==> src/rtl/cg_operand_queue.sv <==
// Constant generator (CG1/R2, CG2/R3) for NCH operand channels, with size masking,
// feeding a DEPTH-entry valid/ready queue between decode and operand fetch.
module cg_operand_queue #(
   parameter int WIDTH = 20,
   parameter int NCH   = 2,
   parameter int DEPTH = 2
) (
   input  logic                 MCLK,
   input  logic                 reset_n,
   input  logic                 flush,
   input  logic                 in_valid,
   output logic                 in_ready,
   input  logic                 Format,
   input  logic                 BW,
   input  logic                 AL,
   input  logic [4*NCH-1:0]     regA,
   input  logic [2*NCH-1:0]     mode,
   output logic                 out_valid,
   input  logic                 out_ready,
   output logic [WIDTH*NCH-1:0] out_value,
   output logic [NCH-1:0]       out_gen
);

   // Handshake: a set transfers in on a cycle where in_valid & in_ready (and no flush);
   // the head leaves on a cycle where out_valid & out_ready. in_ready does not depend on
   // out_ready, so a full queue never accepts, even if the head is popped that cycle.
   localparam int PW = (DEPTH > 1) ? $clog2(DEPTH) : 1;
   localparam int CW = $clog2(DEPTH + 1);

   logic [WIDTH*NCH-1:0] w_val;
   logic [NCH-1:0]       w_gen;
   logic [WIDTH-1:0]     w_mask;
   logic                 w_push;
   logic                 w_pop;

   logic [WIDTH*NCH-1:0] r_val_mem [DEPTH];
   logic [NCH-1:0]       r_gen_mem [DEPTH];
   logic [PW-1:0]        r_wptr;
   logic [PW-1:0]        r_rptr;
   logic [CW-1:0]        r_count;

   // Byte keeps [7:0]; word keeps [15:0]; address keeps all bits (only reachable when WIDTH>16).
   always_comb begin
      w_mask = '0;
      for (int i = 0; i < WIDTH; i++) begin
         w_mask[i] = (i < 8) || (!BW && ((i < 16) || !AL));
      end
   end

   always_comb begin
      logic [3:0]       v_reg;
      logic [1:0]       v_md;
      logic [WIDTH-1:0] v_c;
      logic             v_g;
      w_val = '0;
      w_gen = '0;
      for (int c = 0; c < NCH; c++) begin
         v_reg = regA[4*c +: 4];
         v_md  = mode[2*c +: 2];
         v_c   = '0;
         v_g   = 1'b0;
         if (c == 0) begin
            if (v_reg == 4'd2) begin
               v_g = (v_md != 2'b00);
               case (v_md)
                  2'b10:   v_c = WIDTH'(4);
                  2'b11:   v_c = WIDTH'(8);
                  default: v_c = '0;
               endcase
            end else if (v_reg == 4'd3) begin
               v_g = 1'b1;
               case (v_md)
                  2'b01:   v_c = WIDTH'(1);
                  2'b10:   v_c = WIDTH'(2);
                  2'b11:   v_c = '1;
                  default: v_c = '0;
               endcase
            end
         end else if (!Format) begin
            v_g = ((v_reg == 4'd2) && v_md[0]) || (v_reg == 4'd3);
         end
         w_gen[c]               = v_g;
         w_val[WIDTH*c +: WIDTH] = v_g ? (v_c & w_mask) : '0;
      end
   end

   assign in_ready  = (r_count < CW'(DEPTH));
   assign out_valid = (r_count != '0);
   assign w_push    = in_valid & in_ready & !flush;
   assign w_pop     = out_valid & out_ready & !flush;
   assign out_value = out_valid ? r_val_mem[r_rptr] : '0;
   assign out_gen   = out_valid ? r_gen_mem[r_rptr] : '0;

   // Storage needs no reset: it is only observed through the out_valid gate.
   always_ff @(posedge MCLK) begin
      if (w_push) begin
         r_val_mem[r_wptr] <= w_val;
         r_gen_mem[r_wptr] <= w_gen;
      end
   end

   always_ff @(posedge MCLK or negedge reset_n) begin
      if (!reset_n) begin
         r_wptr  <= '0;
         r_rptr  <= '0;
         r_count <= '0;
      end else if (flush) begin
         r_wptr  <= '0;
         r_rptr  <= '0;
         r_count <= '0;
      end else begin
         if (w_push) begin
            r_wptr <= (r_wptr == PW'(DEPTH - 1)) ? '0 : r_wptr + 1'b1;
         end
         if (w_pop) begin
            r_rptr <= (r_rptr == PW'(DEPTH - 1)) ? '0 : r_rptr + 1'b1;
         end
         if (w_push && !w_pop) begin
            r_count <= r_count + 1'b1;
         end else if (w_pop && !w_push) begin
            r_count <= r_count - 1'b1;
         end
      end
   end

endmodule

==> config.mk <==
export PLATFORM = sky130hd
export DESIGN_NAME = cg_operand_queue
export DESIGN_NICKNAME = d
export VERILOG_FILES = /design/src/rtl/cg_operand_queue.sv
export SDC_FILE = /design/constraint.sdc
export NUM_CORES = 1
export LEC_CHECK = 0
export CAP_MARGIN = 20
export CORE_AREA = 2 2 60 62
export CTS_CLUSTER_DIAMETER = 80
export DETAILED_ROUTE_END_ITERATION = 10
export DIE_AREA = 0 0 62 64
export GPL_ROUTABILITY_DRIVEN = 0
export PLACE_DENSITY = 0.87
export SLEW_MARGIN = 10
export SYNTH_ARGS = -nofsm -noshare
export SYNTH_HDL_FRONTEND = slang
export SYNTH_SLANG_ARGS = --single-unit
==> constraint.sdc <==
create_clock -name MCLK -period 2.6 [get_ports MCLK]
set_clock_uncertainty 0.2 [all_clocks]
set_input_delay 0.52 -clock MCLK [delete_from_list [all_inputs] [get_ports MCLK]]
set_output_delay 0.52 -clock MCLK [all_outputs]
set_load 0.02 [all_outputs]
# Word-level counts from Yosys, hierarchy flattened

Memory sizes are Yosys's and may differ from the RTL's.
Index checks and enable logic that the tools add are counted.

Bits in registers: 4
Memory bits (writable): 44
Bits of input ports: 20
Output and inout bits: 44
Logic and storage cells: 58
Memories kept: 2

Add/subtract/negate cells: 4
Order comparisons: 1
Equal/unequal tests: 7
Mux-type cells: 21
Bitwise operators: 5
Reduce and logical (&&, ||, !) cells: 15

Memories:

| memory    | words | width | read ports | clocked after Yosys merged registers in | write ports | RTL line | text |
|---|---|---|---|---|---|---|---|
| r_val_mem | 2     | 20    | 1          | 0                                       | 1           | 36       | `logic [WIDTH*NCH-1:0] r_val_mem [DEPTH];` |
| r_gen_mem | 2     | 2     | 1          | 0                                       | 1           | 37       | `logic [NCH-1:0] r_gen_mem [DEPTH];` |

Operators by type and width:

| kind                                                                   | count |
|---|---|
| 20-bit two-way mux                                                     | 3 |
| 20-bit one-hot mux with 3 select lines                                 | 1 |
| 40-bit two-way mux                                                     | 1 |
| 20-bit AND                                                             | 1 |
| 4-bit by 2-bit equality test with 1-bit output (second input constant) | 4 |
| 1-bit two-way mux                                                      | 11 |
| 2-bit two-way mux                                                      | 4 |
| 4-bit one-hot mux with 2 select lines                                  | 1 |
| 2-bit nonzero test                                                     | 4 |
| 1-bit zero test                                                        | 5 |
| 1-bit AND                                                              | 4 |
| 2-bit equality test (second input constant)                            | 2 |
| 1-bit logical AND                                                      | 4 |
| 3-bit nonzero test                                                     | 1 |
| 1-bit adder (second input constant)                                    | 2 |
| 2-bit by 1-bit adder with 2-bit output (second input constant)         | 1 |
| 2-bit by 1-bit equality test with 1-bit output (second input constant) | 1 |
| 2-bit < comparator (second input constant)                             | 1 |
| 2-bit by 1-bit subtractor with 2-bit output (second input constant)    | 1 |
| 1-bit logical OR                                                       | 1 |

# Logic depth before layout (Yosys ltp)

Gate-level depths: netlist of run 1.

Depth in word-level cells: 8
Mapped depth: 4
Depth with buffers taken out: 3

# Worst setup path after synthesis of run 1

OpenSTA, ideal clock, no wires.

Path type: flip-flop to output port
From: register r_rptr
To: output port out_value[10]
Arrival time: 1.394 ns
Data required time: 1.880 ns
Setup slack: 0.486 ns
Cell stages (with the launch flop): 5
Buffers on the path: 2
Cell sequence: dfrtp_1 > buf_4 > mux2i_1 > nor2_1 > buf_4

Word-level cells in the longest chain between the ends: 2

Ends and longest elaborated chain:

| element                  | RTL line | text |
|---|---|---|
| start: declaration       | 39       | `logic [PW-1:0] r_rptr;` |
| start signal: assignment | 116      | `r_rptr <= (r_rptr == PW'(DEPTH - 1)) ? '0 : r_rptr + 1'b1;` |
| memory 2 x 20 bit        | --       |  |
| 40-bit two-way mux       | 91       | `assign out_value = out_valid ? r_val_mem[r_rptr] : '0;` |
| end: declaration         | 20       | `output logic [WIDTH*NCH-1:0] out_value,` |

Every way passes these cells.

# Worst setup path in the final report of run 1

From: register r_rptr
To: output port out_value[18]

Same word-level chain as after synthesis.

==> results of run 1 <==
## logic make-up (layout without fill, tap and decap cells)
| logic type | count (synthesis) | in the layout |
|---|---|---|
| muxes | 10 | 10 |
| buffers and inverters | 37 | 53 |
| DFF | 22 | 22 |
| xor gates and xnor gates | 3 | 3 |
| AOI/OAI and AO/OA | 6 | 6 |
| other | 1 | 20 |
| and+or+nand+nor | 29 | 29 |
## metal layers
metal	routed length [um]	vias up
met5	0	-
met4	16	0
met3	166	2
met2	1270	38
met1	812	374
li1	-	383
## critical path: cells and delay by family, from the launching register on
kind / cells / cell delay [ns]
mux: 1 / 0.15
buf+inv: 1 / 0.67
flops: 1 / 0.48
simple gates: 1 / 0.21
## per-stage QoR
step / hold WS [ns] / power, mW / setup WS (ns)
3_3_place_gp: 0.338 / 0.619 / 0.296
5_1_grt: 0.193 / 0.805 / 0.0104
2_1_floorplan: 0.0244 / 0.566 / 0.486
4_1_cts: 0.207 / 0.774 / 0.0126
3_5_place_dp: 0.384 / 0.626 / 0.230
6_report: 0.207 / 0.764 / 0.0772
## Yosys cell counts
| cell type | number |
|---|---|
| xor2_1 | 2 |
| edfxtp_1 | 18 |
| nor2b_1 | 1 |
| o31a_1 | 1 |
| conb_1 | 1 |
| nand2_1 | 1 |
| o21ai_0 | 2 |
| nor2_1 | 12 |
| a21oi_2 | 1 |
| o21a_1 | 1 |
| a21oi_1 | 1 |
| nor2b_4 | 1 |
| nor2_2 | 1 |
| mux2i_1 | 9 |
| and2_1 | 3 |
| nor3_1 | 2 |
| xnor2_1 | 1 |
| buf_4 | 34 |
| and3_1 | 1 |
| mux2_4 | 1 |
| nor3b_1 | 2 |
| nand2b_4 | 1 |
| dfrtp_1 | 4 |
| nand2b_1 | 1 |
| inv_1 | 3 |
| nand3_1 | 1 |
| nor4b_1 | 1 |
| and4bb_2 | 1 |
## sequential cells by signal (all words and copies together), names as in the netlist
signal	count
r_rptr	1
r_wptr	1
r_val_mem	14
r_count	2
r_gen_mem	4
## power groups by stage
stage | clock, mW | sequential (mW) | combinational (mW)
2_1_floorplan | 0 | 0.410 | 0.156
3_3_place_gp | 0 | 0.413 | 0.206
3_5_place_dp | 0 | 0.414 | 0.212
4_1_cts | 0.155 | 0.406 | 0.213
5_1_grt | 0.175 | 0.408 | 0.222
6_report | 0.150 | 0.406 | 0.208
## cell type report
cell class	count	share of cell area
flip-flops and latches	22	0.389
repair buffers	46	0.298
multi-input cells	68	0.255
well taps	46	0.0350
clock buffers	3	0.0137
inverters	3	0.00684
clock inverters	1	0.00228
## repair_timing
action | in CTS | in global routing
hold endpoints to repair | 0 | 0
setup endpoints to repair | 8 | 18
gates resized for setup | 1 | 16
cloned | 0 | 0
## worst paths after layout
| path | slack (ns) | from | cells past startpoint | end |
|---|---|---|---|---|
| setup / recovery | 0.08 | r_rptr | 3 | out_value[18] |
| hold / removal | 0.21 | reset_n | 1 | r_count[1] |
| setup reg to reg | 1.02 | r_count[1] | 3 | r_val_mem[1][0] |
| hold reg to reg | 0.42 | r_wptr | 2 | r_wptr |
| max in group asynchronous | 1.83 | reset_n | 1 | r_wptr |
| min in group MCLK | 0.42 | r_wptr | 2 | r_wptr |
==> impl_metrics.ini, run 1 <==
[critical_path]
worstPathRequired_ns = 1.88
path_cells = mux2i_1, nor2_1, clkdlybuf4s50_1
critPathMaxStageDelay_ns = 0.67
arrival_ns = 1.80
critPathKind = flip-flop to output pin
cp_slowest_cell = clkdlybuf4s50_1
worstSetupEndpointType = output pin
cp-start-kind = flip-flop
crit_path_max_fanout = 5

[sta]
hold_viol_final = 0
maxSlewViolCount = 0
period_minus_slack_ns = 2.52
fin_setup_tns_ns = 0
max_freq_ghz = 0.396
min_period_over_period = 0.970
setup_viol = 0
rsz0062_at_grt = no

[drt]
drt_iter0_drc = 12
avgViaCountPerCell = 4.22
firstDrtPassIters = 4
wl_per_cell_um = 12.0
wirelength_um = 2270
drcViolationCount = 0
drtAntennaViolNets = 0
num_vias = 797

[power]
power_switching_mw = 0.217
combPwrFrac = 0.272
p_seq_frac = 0.532
intPower_mw = 0.546
pwr_density_cell_mw_per_mm2 = 464
p_leak_nw = 0.852
clkPwrFrac = 0.196
switching_share = 0.284
ir_worst_vdd_v = 0.000243

[clocking]
clk_pin_slew_ns = 0.11
holdBufCountCts = 0
htree_levels = 1
clk_path_buf_depth = 2
clk_latency_ns = 0.29
post_cts_buffers = 0
cts_tree = yes
cts_inserted_buffers = 3
cts_root_buf = clkbuf_4
clock-sinks = 22

[grt]
grt_max_degree = 13
antenna_found_initial = 0
grt_pass1_wl_um = 3350
grt_pass1_vias = 776
grt_busiest_layer = met2
use_met3 = 0.0223
grtUsageTotal = 0.115
grt_overflow = 0
use_met2 = 0.208
use_met1 = 0.122

[synthesis]
netlist_area_mm2 = 0.00125
synth_area_leader_cell = edfxtp_1
ys_seq_elements = 22
synth_area_leaders = edfxtp_1, buf_4, dfrtp_1, mux2i_1, nor2_1
syn_area_per_cell_um2 = 11.6
netlist_instances = 108
seq_area_frac_synth = 0.511
synth_mux_area_frac = 0.0838
yosys.area.top_type_share = 0.431
synthDistinctLibCells = 28
synth_top_family_by_area = buffers and inverters
yosys_warnings = 0
synth_xor_area_frac = 0.0210
synth_compound_area_frac = 0.0319
yosys.area_share.simple = 0.137
yosys.area_share.adder = 0

[placement]
placed_area_mm2 = 0.00158
port_buffers = 42
dp_hpwl_um = 1840
place_inst = 185

[cells_and_area]
drive_gt1_frac = 0.0979
final_area_mm2 = 0.00165
final_cell_count_no_fill = 189
diodes = 0
layout_commonest_cell = clkdlybuf4s50_1
final_cell_mix = clkdlybuf4s50_1, conb_1, edfxtp_1, dlymetal6s2s_1, nor2_1
nets = 164
area.growth.synth_to_final_pct = 31.3
utilization = 0.501
nFillCells = 299
final-seq-area_um2 = 641
multi_input_area_um2 = 420

[floorplanning]
initial_core_util = 0.382
die_area_mm2 = 0.00397
rows = 21
fp.dieH_um = 64
design.core.area_mm2 = 0.00328
num_io_pins = 64
die_w_um = 62

[status]
status = finished, final reports clean

[hold_path]
hold_path_class = input port to async pin

[flow_run]
cap_violations = 0
Note: power is estimated with default switching activity, not from simulation.
==> run 2, diff against run 1 <==
CORE_AREA = 2 2 50 75   (was 2 2 60 62)
DIE_AREA = 0 0 52 77   (was 0 0 62 64)
PLACE_DENSITY = 0.86   (was 0.87)
==> run 2 against run 1 <==
Effect of this change:
- power rose by 11%
- combinational power barely moved
- flip-flop and latch count did not move
- non-clock buffer count fell by 1
==> impl_metrics.ini, run 2 (synthesis results as in run 1) <==
[drt]
firstDrtPassIters = 3
wl_per_cell_um = 11.8
drtAntennaViolNets = 0
drt_iter0_drc = 7
avgViaCountPerCell = 4.21
dr_wl_met3_um = 69
drcViolationCount = 0
wirelength_um = 2180
wl_met1_um = 699
met2_length_um = 1360
num_vias = 775
routed.top_layer = met4

[floorplanning]
num_io_pins = 64
rows = 26
design.core.area_mm2 = 0.00335
initial_core_util = 0.374
die_area_mm2 = 0.00400
die_w_um = 52
fp.dieH_um = 77

[sta]
max_freq_ghz = 0.400
min_period_over_period = 0.962
rsz0062_at_grt = no
setup_ws_ns = 0.0999
fin_setup_tns_ns = 0
maxSlewViolCount = 0
period_minus_slack_ns = 2.50
hold_viol_final = 0
setup_viol = 0

[cells_and_area]
drive_gt1_frac = 0.0986
diodes = 0
layout_commonest_cell = clkdlybuf4s50_1
nFillCells = 310
final_cell_mix = clkdlybuf4s50_1, conb_1, edfxtp_1, nor2_1, mux2i_1
nets = 163
largest-register = r_val_mem
largest_register_ffs = 14
final-seq-area_um2 = 641
reg.largest.list = r_val_mem: 14 flops, r_gen_mem: 4 flops, r_count: 2 flops
multi_input_area_um2 = 425
area.growth.synth_to_final_pct = 29.8

[clocking]
clk_path_buf_depth = 2
holdBufCountCts = 0
clk_latency_ns = 0.26
htree_levels = 1
cts_tree = yes
clk_pin_slew_ns = 0.07
clock-sinks = 22
cts_inserted_buffers = 3
cts_root_buf = clkbuf_8

[power]
ir_worst_vdd_v = 0.000373
p_leak_nw = 0.610
pwr_density_cell_mw_per_mm2 = 522

[critical_path]
cp_slowest_cell = clkdlybuf4s50_1
worstSetupEndpointType = output pin
critPathKind = flip-flop to output pin
path_cells = nor2_4, nor2_2, clkdlybuf4s50_1
crit_path_max_fanout = 10
critPathMaxStageDelay_ns = 0.67
arrival_ns = 1.78
worstPathRequired_ns = 1.88
cp-start-kind = flip-flop

[placement]
port_buffers = 42
dp_hpwl_um = 1850
dp_slack_ns = 0.261

[grt]
grt_max_degree = 13
grt_pass1_wl_um = 3440
grtUsageTotal = 0.116
grt_overflow = 0
grt_pass1_vias = 797
antenna_found_initial = 0

[flow_run]
cap_violations = 0

[status]
status = finished, final reports clean

[hold_path]
hold_path_class = input port to async pin
-- run 2: cell types whose count changed in the layout (fill, tap and decap cells not counted) --
| cell | previous run | this run |
|---|---|---|
| dlymetal6s2s_1 | 16 | 0 |
| clkdlybuf4s50_1 | 26 | 42 |
| buf_4 | 4 | 3 |
| clkbuf_8 | 0 | 4 |
| nor2_2 | 2 | 1 |
| clkbuf_4 | 3 | 0 |
| nor2_4 | 0 | 1 |
| clkinv_1 | 1 | 0 |
-- run 2: area by class of cell --
cell class                 count  area share
tap                           42      0.0323
clock buffer                   4      0.0338
timing repair buffer          45       0.272
multi-input combinational     68       0.261
inverter                       3     0.00692
sequential                    22       0.394
-- run 2: timing repair --
item	in CTS	in global routing
gates resized for setup	1	1
buffers inserted	0	0
endpoints found under the setup margin	8	16
-- run 2: routing by layer --
layer,vias up,global-route usage
met4,0,0.0632
met1,361,0.107
li1,381,-
met3,5,0.0156
met2,28,0.224
met5,-,0
-- run 2: worst max-delay path, delay by kind of cell, from the launching register on --
family	cells	cell delay, ns
buffers and inverters	1	0.67
and+or+nand+nor	2	0.38
DFF	1	0.48
-- run 2: power by group --
part | internal, mW | switching (mW) | total, mW
logic | 0.0958 | 0.113 | 0.209
clock network | 0.135 | 0.0996 | 0.234
registers | 0.397 | 0.00952 | 0.407
total | 0.628 | 0.222 | 0.850
-- run 2: final timing paths --
check                      slack (ns)              end  startpoint  depth (start not counted)
max                               0.1     out_value[8]  r_count[1]                          3
min                              0.26       r_count[0]     reset_n                          1
max reg2reg                      1.04  r_val_mem[1][7]  r_count[1]                          3
min reg2reg                      0.38           r_wptr      r_wptr                          2
max in group asynchronous        1.77           r_wptr     reset_n                          1
min in group MCLK                0.38           r_wptr      r_wptr                          2
-- run 2: per-stage QoR --
step                      std cells   util  hold WS, ns  instance area [um2]  total power, mW
final                           184  0.486        0.259                 1630            0.850
after detailed placement        180  0.467        0.363                 1570            0.623
after global placement          180  0.467        0.337                 1570            0.617
after global routing            184  0.486        0.268                 1630            0.884
after CTS                       184  0.484        0.260                 1620            0.857
after floorplan                 127      -       0.0244                 1330            0.566
